$ cat config.mk
export PLATFORM = sky130hd
export DESIGN_NAME = di_port_arbiter_flat
export DESIGN_NICKNAME = d
export VERILOG_FILES = /design/src/rtl/di_port_arbiter_if.sv /design/src/rtl/di_port_arbiter.sv /design/src/flat_wrapper.sv
export SDC_FILE = /design/constraint.sdc
export NUM_CORES = 1
export LEC_CHECK = 0
export CORE_AREA = 2 2 124 126
export DETAILED_ROUTE_END_ITERATION = 6
export DIE_AREA = 0 0 126 128
export GPL_TIMING_DRIVEN = 0
export PLACE_DENSITY = 0.6
export RECOVER_POWER = 50
export SYNTH_ARGS = -nofsm -noshare
export SYNTH_HDL_FRONTEND = slang
export SYNTH_SLANG_ARGS = --single-unit
$ cat constraint.sdc
create_clock -name ifclk -period 2.5 [get_ports ifclk]
set_clock_uncertainty 0.2 [all_clocks]
set_input_delay 0.5 -clock ifclk [delete_from_list [all_inputs] [get_ports ifclk]]
set_output_delay 0.5 -clock ifclk [all_outputs]
set_load 0.01 [all_outputs]
$ cat src/rtl/di_port_arbiter_if.sv
// Bundle for the upstream DI masters, the shared downstream DI terminal
// and the arbiter status outputs. Port i of each per-port field is element [i].
interface di_port_arbiter_if #(
   parameter int NPORTS = 2,
   parameter int DW     = 32
);
   // upstream side, one lane per master
   logic [NPORTS-1:0][31:0]   up_len;
   logic [NPORTS-1:0]         up_write_mode;
   logic [NPORTS-1:0]         up_write;
   logic [NPORTS-1:0][DW-1:0] up_reg_datai;
   logic [NPORTS-1:0]         up_write_rdy;
   logic [NPORTS-1:0]         up_read_mode;
   logic [NPORTS-1:0]         up_read_req;
   logic [NPORTS-1:0]         up_read;
   logic [NPORTS-1:0][DW-1:0] up_reg_datao;
   logic [NPORTS-1:0]         up_read_rdy;
   // downstream side, toward the byte serializer
   logic [31:0]               dn_len;
   logic                      dn_write_mode;
   logic                      dn_write;
   logic [DW-1:0]             dn_reg_datai;
   logic                      dn_write_rdy;
   logic                      dn_read_mode;
   logic                      dn_read_req;
   logic                      dn_read;
   logic [DW-1:0]             dn_reg_datao;
   logic                      dn_read_rdy;
   // status
   logic [NPORTS-1:0]         grant;
   logic                      busy;
   logic                      wdog_pulse;

   // upstream masters + downstream terminal as seen by the environment
   modport master (
      output up_len, up_write_mode, up_write, up_reg_datai,
             up_read_mode, up_read_req, up_read,
             dn_write_rdy, dn_reg_datao, dn_read_rdy,
      input  up_write_rdy, up_reg_datao, up_read_rdy,
             dn_len, dn_write_mode, dn_write, dn_reg_datai,
             dn_read_mode, dn_read_req, dn_read,
             grant, busy, wdog_pulse
   );

   // the arbiter itself
   modport slave (
      input  up_len, up_write_mode, up_write, up_reg_datai,
             up_read_mode, up_read_req, up_read,
             dn_write_rdy, dn_reg_datao, dn_read_rdy,
      output up_write_rdy, up_reg_datao, up_read_rdy,
             dn_len, dn_write_mode, dn_write, dn_reg_datai,
             dn_read_mode, dn_read_req, dn_read,
             grant, busy, wdog_pulse
   );
endinterface

$ cat src/rtl/di_port_arbiter.sv
// Round-robin, non-preemptive sharing of one downstream DI terminal between
// NPORTS upstream masters. An owner keeps the port until both its modes drop
// (or the inactivity watchdog fires); a fixed gap with all downstream modes low
// follows every grant so the serializer can clear.
module di_port_arbiter #(
   parameter int NPORTS        = 2,
   parameter int DI_DATA_WIDTH = 32,
   parameter int GAP_CYCLES    = 2,
   parameter int WDOG_CYCLES   = 4096
) (
   input logic                ifclk,
   input logic                reset,
   di_port_arbiter_if.slave   bus
);
   localparam int IW = (NPORTS > 1) ? $clog2(NPORTS) : 1;
   localparam int GW = (GAP_CYCLES > 1) ? $clog2(GAP_CYCLES) : 1;
   localparam int WW = (WDOG_CYCLES > 1) ? $clog2(WDOG_CYCLES) : 1;

   typedef enum logic [1:0] {S_IDLE, S_GRANT, S_GAP} state_t;

   state_t            state_q, state_d;
   logic [NPORTS-1:0] grant_q, grant_d;
   logic [IW-1:0]     owner_q, owner_d;
   logic [IW-1:0]     rr_q, rr_d;
   logic [NPORTS-1:0] lockout_q, lockout_d;
   logic [GW-1:0]     gap_q, gap_d;
   logic [WW-1:0]     wdog_q, wdog_d;

   logic [NPORTS-1:0] mode, req;
   logic              pick_vld;
   logic [IW-1:0]     pick_idx;
   logic              own_mode, own_act, own_rd;
   logic              wdog_fire;
   int                idx;

   assign mode     = bus.up_read_mode | bus.up_write_mode;
   assign req      = mode & ~lockout_q;
   assign own_mode = mode[owner_q];
   assign own_rd   = bus.up_read_mode[owner_q];
   assign own_act  = bus.up_write[owner_q] | bus.up_read_req[owner_q] | bus.up_read[owner_q];

   // first requester at/after the rr pointer; scan descending so the nearest wins
   always_comb begin
      pick_vld = 1'b0;
      pick_idx = '0;
      idx      = 0;
      for (int k = NPORTS - 1; k >= 0; k--) begin
         idx = int'(rr_q) + k;
         if (idx >= NPORTS) idx = idx - NPORTS;
         if (req[idx]) begin
            pick_vld = 1'b1;
            pick_idx = IW'(idx);
         end
      end
   end

   // next-state: grant, release/watchdog, gap timing, lockout bookkeeping
   always_comb begin
      state_d   = state_q;
      grant_d   = grant_q;
      owner_d   = owner_q;
      rr_d      = rr_q;
      gap_d     = gap_q;
      wdog_d    = wdog_q;
      wdog_fire = 1'b0;
      // a locked-out port is forgiven once it lets go of both modes
      lockout_d = lockout_q & mode;
      case (state_q)
         S_IDLE: begin
            if (pick_vld) begin
               state_d           = S_GRANT;
               owner_d           = pick_idx;
               grant_d           = '0;
               grant_d[pick_idx] = 1'b1;
               wdog_d            = '0;
            end
         end
         S_GRANT: begin
            // normal release has priority over a watchdog fire in the same cycle
            if (WDOG_CYCLES != 0 && own_mode && !own_act &&
                wdog_q == WW'(WDOG_CYCLES - 1)) begin
               wdog_fire          = 1'b1;
               lockout_d[owner_q] = 1'b1;
            end
            if (!own_mode || wdog_fire) begin
               state_d = S_GAP;
               grant_d = '0;
               gap_d   = '0;
               rr_d    = (owner_q == IW'(NPORTS - 1)) ? '0 : owner_q + 1'b1;
            end else if (own_act) begin
               wdog_d = '0;
            end else if (WDOG_CYCLES != 0) begin
               wdog_d = wdog_q + 1'b1;
            end
         end
         S_GAP: begin
            if (gap_q == GW'(GAP_CYCLES - 1)) state_d = S_IDLE;
            else                              gap_d   = gap_q + 1'b1;
         end
         default: state_d = S_IDLE;
      endcase
   end

   // state registers; reset forces everything (and thus all outputs) to idle
   always_ff @(posedge ifclk or posedge reset) begin
      if (reset) begin
         state_q   <= S_IDLE;
         grant_q   <= '0;
         owner_q   <= '0;
         rr_q      <= '0;
         lockout_q <= '0;
         gap_q     <= '0;
         wdog_q    <= '0;
      end else begin
         state_q   <= state_d;
         grant_q   <= grant_d;
         owner_q   <= owner_d;
         rr_q      <= rr_d;
         lockout_q <= lockout_d;
         gap_q     <= gap_d;
         wdog_q    <= wdog_d;
      end
   end

   // zero-latency mux: owner drives downstream only while in GRANT; read beats write
   always_comb begin
      bus.dn_len        = '0;
      bus.dn_write_mode = 1'b0;
      bus.dn_write      = 1'b0;
      bus.dn_reg_datai  = '0;
      bus.dn_read_mode  = 1'b0;
      bus.dn_read_req   = 1'b0;
      bus.dn_read       = 1'b0;
      bus.up_write_rdy  = '0;
      bus.up_read_rdy   = '0;
      bus.up_reg_datao  = '0;
      if (state_q == S_GRANT) begin
         bus.dn_len                = bus.up_len[owner_q];
         bus.dn_read_mode          = own_rd;
         bus.dn_read_req           = bus.up_read_req[owner_q];
         bus.dn_read               = bus.up_read[owner_q];
         bus.dn_write_mode         = bus.up_write_mode[owner_q] & ~own_rd;
         bus.dn_write              = bus.up_write[owner_q] & ~own_rd;
         bus.dn_reg_datai          = bus.up_reg_datai[owner_q];
         bus.up_write_rdy[owner_q] = bus.dn_write_rdy;
         bus.up_read_rdy[owner_q]  = bus.dn_read_rdy;
         bus.up_reg_datao[owner_q] = bus.dn_reg_datao;
      end
   end

   assign bus.grant      = grant_q;
   assign bus.busy       = (state_q != S_IDLE);
   assign bus.wdog_pulse = wdog_fire;

endmodule

$ cat src/flat_wrapper.sv
// flat-port wrapper written by rule: the top's interface ports become plain ports
module di_port_arbiter_flat 
#(
   parameter int NPORTS        = 2,
   parameter int DI_DATA_WIDTH = 32,
   parameter int GAP_CYCLES    = 2,
   parameter int WDOG_CYCLES   = 4096
)
  (ifclk, reset, bus_up_len, bus_up_write_mode, bus_up_write, bus_up_reg_datai, bus_up_read_mode, bus_up_read_req, bus_up_read, bus_dn_write_rdy, bus_dn_reg_datao, bus_dn_read_rdy, bus_up_write_rdy, bus_up_reg_datao, bus_up_read_rdy, bus_dn_len, bus_dn_write_mode, bus_dn_write, bus_dn_reg_datai, bus_dn_read_mode, bus_dn_read_req, bus_dn_read, bus_grant, bus_busy, bus_wdog_pulse);
  di_port_arbiter_if #(.NPORTS(NPORTS), .DW((32))) bus_i ();
  input logic ifclk;
  input logic reset;
  input wire logic [$bits(bus_i.up_len)-1:0] bus_up_len;
  input wire logic [$bits(bus_i.up_write_mode)-1:0] bus_up_write_mode;
  input wire logic [$bits(bus_i.up_write)-1:0] bus_up_write;
  input wire logic [$bits(bus_i.up_reg_datai)-1:0] bus_up_reg_datai;
  input wire logic [$bits(bus_i.up_read_mode)-1:0] bus_up_read_mode;
  input wire logic [$bits(bus_i.up_read_req)-1:0] bus_up_read_req;
  input wire logic [$bits(bus_i.up_read)-1:0] bus_up_read;
  input wire logic [$bits(bus_i.dn_write_rdy)-1:0] bus_dn_write_rdy;
  input wire logic [$bits(bus_i.dn_reg_datao)-1:0] bus_dn_reg_datao;
  input wire logic [$bits(bus_i.dn_read_rdy)-1:0] bus_dn_read_rdy;
  output wire logic [$bits(bus_i.up_write_rdy)-1:0] bus_up_write_rdy;
  output wire logic [$bits(bus_i.up_reg_datao)-1:0] bus_up_reg_datao;
  output wire logic [$bits(bus_i.up_read_rdy)-1:0] bus_up_read_rdy;
  output wire logic [$bits(bus_i.dn_len)-1:0] bus_dn_len;
  output wire logic [$bits(bus_i.dn_write_mode)-1:0] bus_dn_write_mode;
  output wire logic [$bits(bus_i.dn_write)-1:0] bus_dn_write;
  output wire logic [$bits(bus_i.dn_reg_datai)-1:0] bus_dn_reg_datai;
  output wire logic [$bits(bus_i.dn_read_mode)-1:0] bus_dn_read_mode;
  output wire logic [$bits(bus_i.dn_read_req)-1:0] bus_dn_read_req;
  output wire logic [$bits(bus_i.dn_read)-1:0] bus_dn_read;
  output wire logic [$bits(bus_i.grant)-1:0] bus_grant;
  output wire logic [$bits(bus_i.busy)-1:0] bus_busy;
  output wire logic [$bits(bus_i.wdog_pulse)-1:0] bus_wdog_pulse;
  assign bus_i.up_len = bus_up_len;
  assign bus_i.up_write_mode = bus_up_write_mode;
  assign bus_i.up_write = bus_up_write;
  assign bus_i.up_reg_datai = bus_up_reg_datai;
  assign bus_i.up_read_mode = bus_up_read_mode;
  assign bus_i.up_read_req = bus_up_read_req;
  assign bus_i.up_read = bus_up_read;
  assign bus_i.dn_write_rdy = bus_dn_write_rdy;
  assign bus_i.dn_reg_datao = bus_dn_reg_datao;
  assign bus_i.dn_read_rdy = bus_dn_read_rdy;
  assign bus_up_write_rdy = bus_i.up_write_rdy;
  assign bus_up_reg_datao = bus_i.up_reg_datao;
  assign bus_up_read_rdy = bus_i.up_read_rdy;
  assign bus_dn_len = bus_i.dn_len;
  assign bus_dn_write_mode = bus_i.dn_write_mode;
  assign bus_dn_write = bus_i.dn_write;
  assign bus_dn_reg_datai = bus_i.dn_reg_datai;
  assign bus_dn_read_mode = bus_i.dn_read_mode;
  assign bus_dn_read_req = bus_i.dn_read_req;
  assign bus_dn_read = bus_i.dn_read;
  assign bus_grant = bus_i.grant;
  assign bus_busy = bus_i.busy;
  assign bus_wdog_pulse = bus_i.wdog_pulse;
  di_port_arbiter #(.NPORTS(NPORTS), .DI_DATA_WIDTH(DI_DATA_WIDTH), .GAP_CYCLES(GAP_CYCLES), .WDOG_CYCLES(WDOG_CYCLES)) u_core (.ifclk(ifclk), .reset(reset), .bus(bus_i));
endmodule
==> results.cfg <==
[run_status]
outcome = finished clean

[route]
wl_per_cell_um = 19.7
drc_errors = 0
drt-vias-per-instance = 4.47
wl_mm = 17.6
postRouteAntennaNets = 0
dr.first_iter.drc_count = 232
vias = 3995
dr.pass1.iters = 4

[global_routing]
grt_util_all_layers = 0.202
grt_pass1_vias = 4141
grt_max_degree = 22
antenna_found_initial = 0
grt_pass1_wl_mm = 25.1
overflow = 0

[worst_setup_path]
critPathKind = reg2out
cp.arrival_ns = 1.74
crit_path_start_kind = register
endpoint_kind = output pin
worst-endpoint-required_ns = 1.80
crit_path_max_fanout = 10

[synthesis]
synth_warnings = 0
synth-seq-cells = 21
synth.net_count = 544
syn_inst = 369
syn_area_um2 = 2670
syn_avg_cell_area_um2 = 7.24
synth-seq-area-share = 0.197
synth_cell_type_count = 39

[run]
drv_cap = 0

[clock_network]
cts-buffers-inserted = 3
cts-htree-levels = 1
ctsHoldBuffers = 0
root_buffer = clkbuf_16
cts_tree = yes
clkTransAtPathRegs_ns = 0.06
insertion_delay_ns = 0.25
clock-sinks = 21
clockBufferDepth = 2

[power_and_ir_drop]
p_comb_frac = 0.865
p_leak_nw = 3.27
internal_power_mw = 3.14
switchingPower_mw = 2.76
seq_power_share = 0.078
ir_drop_mv = 0.334
clkPwrFrac = 0.058
power_mw = 5.91
p_per_area_nw_per_um2 = 926
swShare = 0.468

[floorplan]
die_y_um = 128
dieArea_um2 = 16100
ioPinCount = 315
core_area_um2 = 14900
row_count = 45
start_util = 0.180
die_x_um = 126

[sta]
slew_headroom = 0.412
timing.final.max_slew_violations = 0
setup_viol = 0
tightest_slew_ns = 0.882
hold_violations = 0
max_freq_ghz = 0.409
timing.final.crit_share = 0.978
rsz0062_at_grt = false
finalCriticalPeriod_ns = 2.44

[finish]
final_area_um2 = 6380
n_antenna_cell = 0
final_common_cell = clkdlybuf4s50_1
nNetsFinal = 882
drive_gt1_frac = 0.106
final_cell_mix = 166 x clkdlybuf4s50_1, 126 x dlygate4sd2_1, 89 x nor2_1
syn2layout_area_growth_pct = 139
fin_util = 0.429

[min_path]
worstHoldPathType = reg2reg

[place]
globalplace.congestion = 0.868
place_area_um2 = 6050
hpwl_mm = 14.6
io_buffers = 314
metrics by stage:
stage | TNS, ns | cells | setup slack [ns] | hold slack, ns
floorplan | 0 | 369 | 0.297 | 0.236
global placement | -94.04 | 871 | -1.06 | 0.258
detailed placement | -98.13 | 871 | -1.10 | 0.258
CTS | -0.147 | 893 | -0.137 | 0.269
global route | 0 | 894 | 0.00173 | 0.308
finish | 0 | 894 | 0.0557 | 0.276
synthesized netlist by cell type:
cell        n  area (um^2)
o211ai_1    1         7.51
ha_1        1         12.5
o21a_1      2         15.0
nand2b_1    2         12.5
and2_1     35          219
inv_1       5         18.8
a2bb2oi_2   1         15.0
or3_1       1         6.26
o2bb2ai_1   2         17.5
o22ai_1     1         6.26
nand2_1    18         67.6
mux2i_1    70          701
buf_6       2         22.5
a32oi_1     3         26.3
dfrtp_1    21          526
buf_4       1         7.51
o21ai_0     5         25.0
nor4b_1     1         8.76
nand3_1    10         50.1
a22oi_1     1         7.51
nor3_1      3         15.0
a21boi_0    2         15.0
nor4_1      2         12.5
nor2_1     91          342
nand4_1     3         18.8
a21oi_1     4         20.0
and3_1     35          219
o311ai_0    1         8.76
nor3b_1     1         7.51
a21o_1      1         7.51
clkbuf_1   26         97.6
a31oi_1     3         18.8
o21ai_2     1         8.76
a22o_1      4         35.0
or4_4       1         11.3
buf_1       3         11.3
nor2b_1     2         12.5
o211ai_4    1         21.3
a21oi_2     2         17.5
cell type report:
class	instances	area (um^2)
Buffer	30	320
Clock buffer	4	78.8
Fill cell	1574	8490
Inverter	5	18.8
Multi-Input combinational cell	311	2060
Sequential cell	21	527
Tap cell	188	235
Timing Repair Buffer	335	3140
power groups by stage:
stage | Sequential (mW) | Clock (mW) | Combinational (mW)
5_1_grt | 0.465 | 0.352 | 5.50
3_5_place_dp | 0.458 | 0 | 5.05
4_1_cts | 0.456 | 0.337 | 5.25
3_3_place_gp | 0.455 | 0 | 5.05
6_report | 0.458 | 0.341 | 5.11
2_1_floorplan | 0.448 | 0 | 2.32
flip-flops by register name (all words and copies together) (netlist names):
register	cells
u_core.lockout_q	2
u_core.gap_q	1
u_core.wdog_q	12
u_core.bus.grant	2
u_core.owner_q	1
u_core.rr_q	1
u_core.state_q	2
layer usage:
layer / routed length, um / GRT usage / vias up
li1: - / - / 1951
met4: 165 / 0.0284 / 0
met5: 0 / 0 / -
met2: 9140 / 0.375 / 195
met1: 6750 / 0.238 / 1835
met3: 1530 / 0.0568 / 14
cell families (layout without fill, tap and decap cells):
group,count (synthesis),in the layout,synth area share
compound gates,35,35,0.102
fa+ha+maj,1,1,0.00468
buf+inv,37,374,0.0590
flops,21,21,0.197
mux,70,70,0.262
simple gates,205,205,0.375
timing repair:
item / CTS / global route
gates resized for setup: 235 / 24
cloned: 2 / 0
pin swaps: 7 / 2
buffers inserted: 18 / 1
endpoints found under the setup margin: 148 / 20
path summary, 6_finish.rpt:
| path | cells after the start | startpoint | endpoint | slack [ns] |
|---|---|---|---|---|
| setup / recovery | 6 | u_core.state_q[0] | bus_up_reg_datao[53] | 0.06 |
| hold / removal | 1 | u_core.gap_q | u_core.state_q[1] | 0.28 |
| setup reg to reg | 7 | u_core.wdog_q[0] | u_core.rr_q | 0.11 |
| hold reg to reg | 1 | u_core.gap_q | u_core.state_q[1] | 0.28 |
| max in group asynchronous | 2 | reset | u_core.owner_q | 0.82 |
| min in group asynchronous | 2 | reset | u_core.wdog_q[0] | 0.68 |
critical path, cell delays in order (launching register included):
cell and delay (ns):
dfrtp_1 0.43, nor2b_4 0.15, clkbuf_8 0.15, buf_4 0.15
clkbuf_8 0.15, and3_1 0.18, dlygate4sd2_1 0.28
Note: power is estimated with default switching activity, not from simulation.
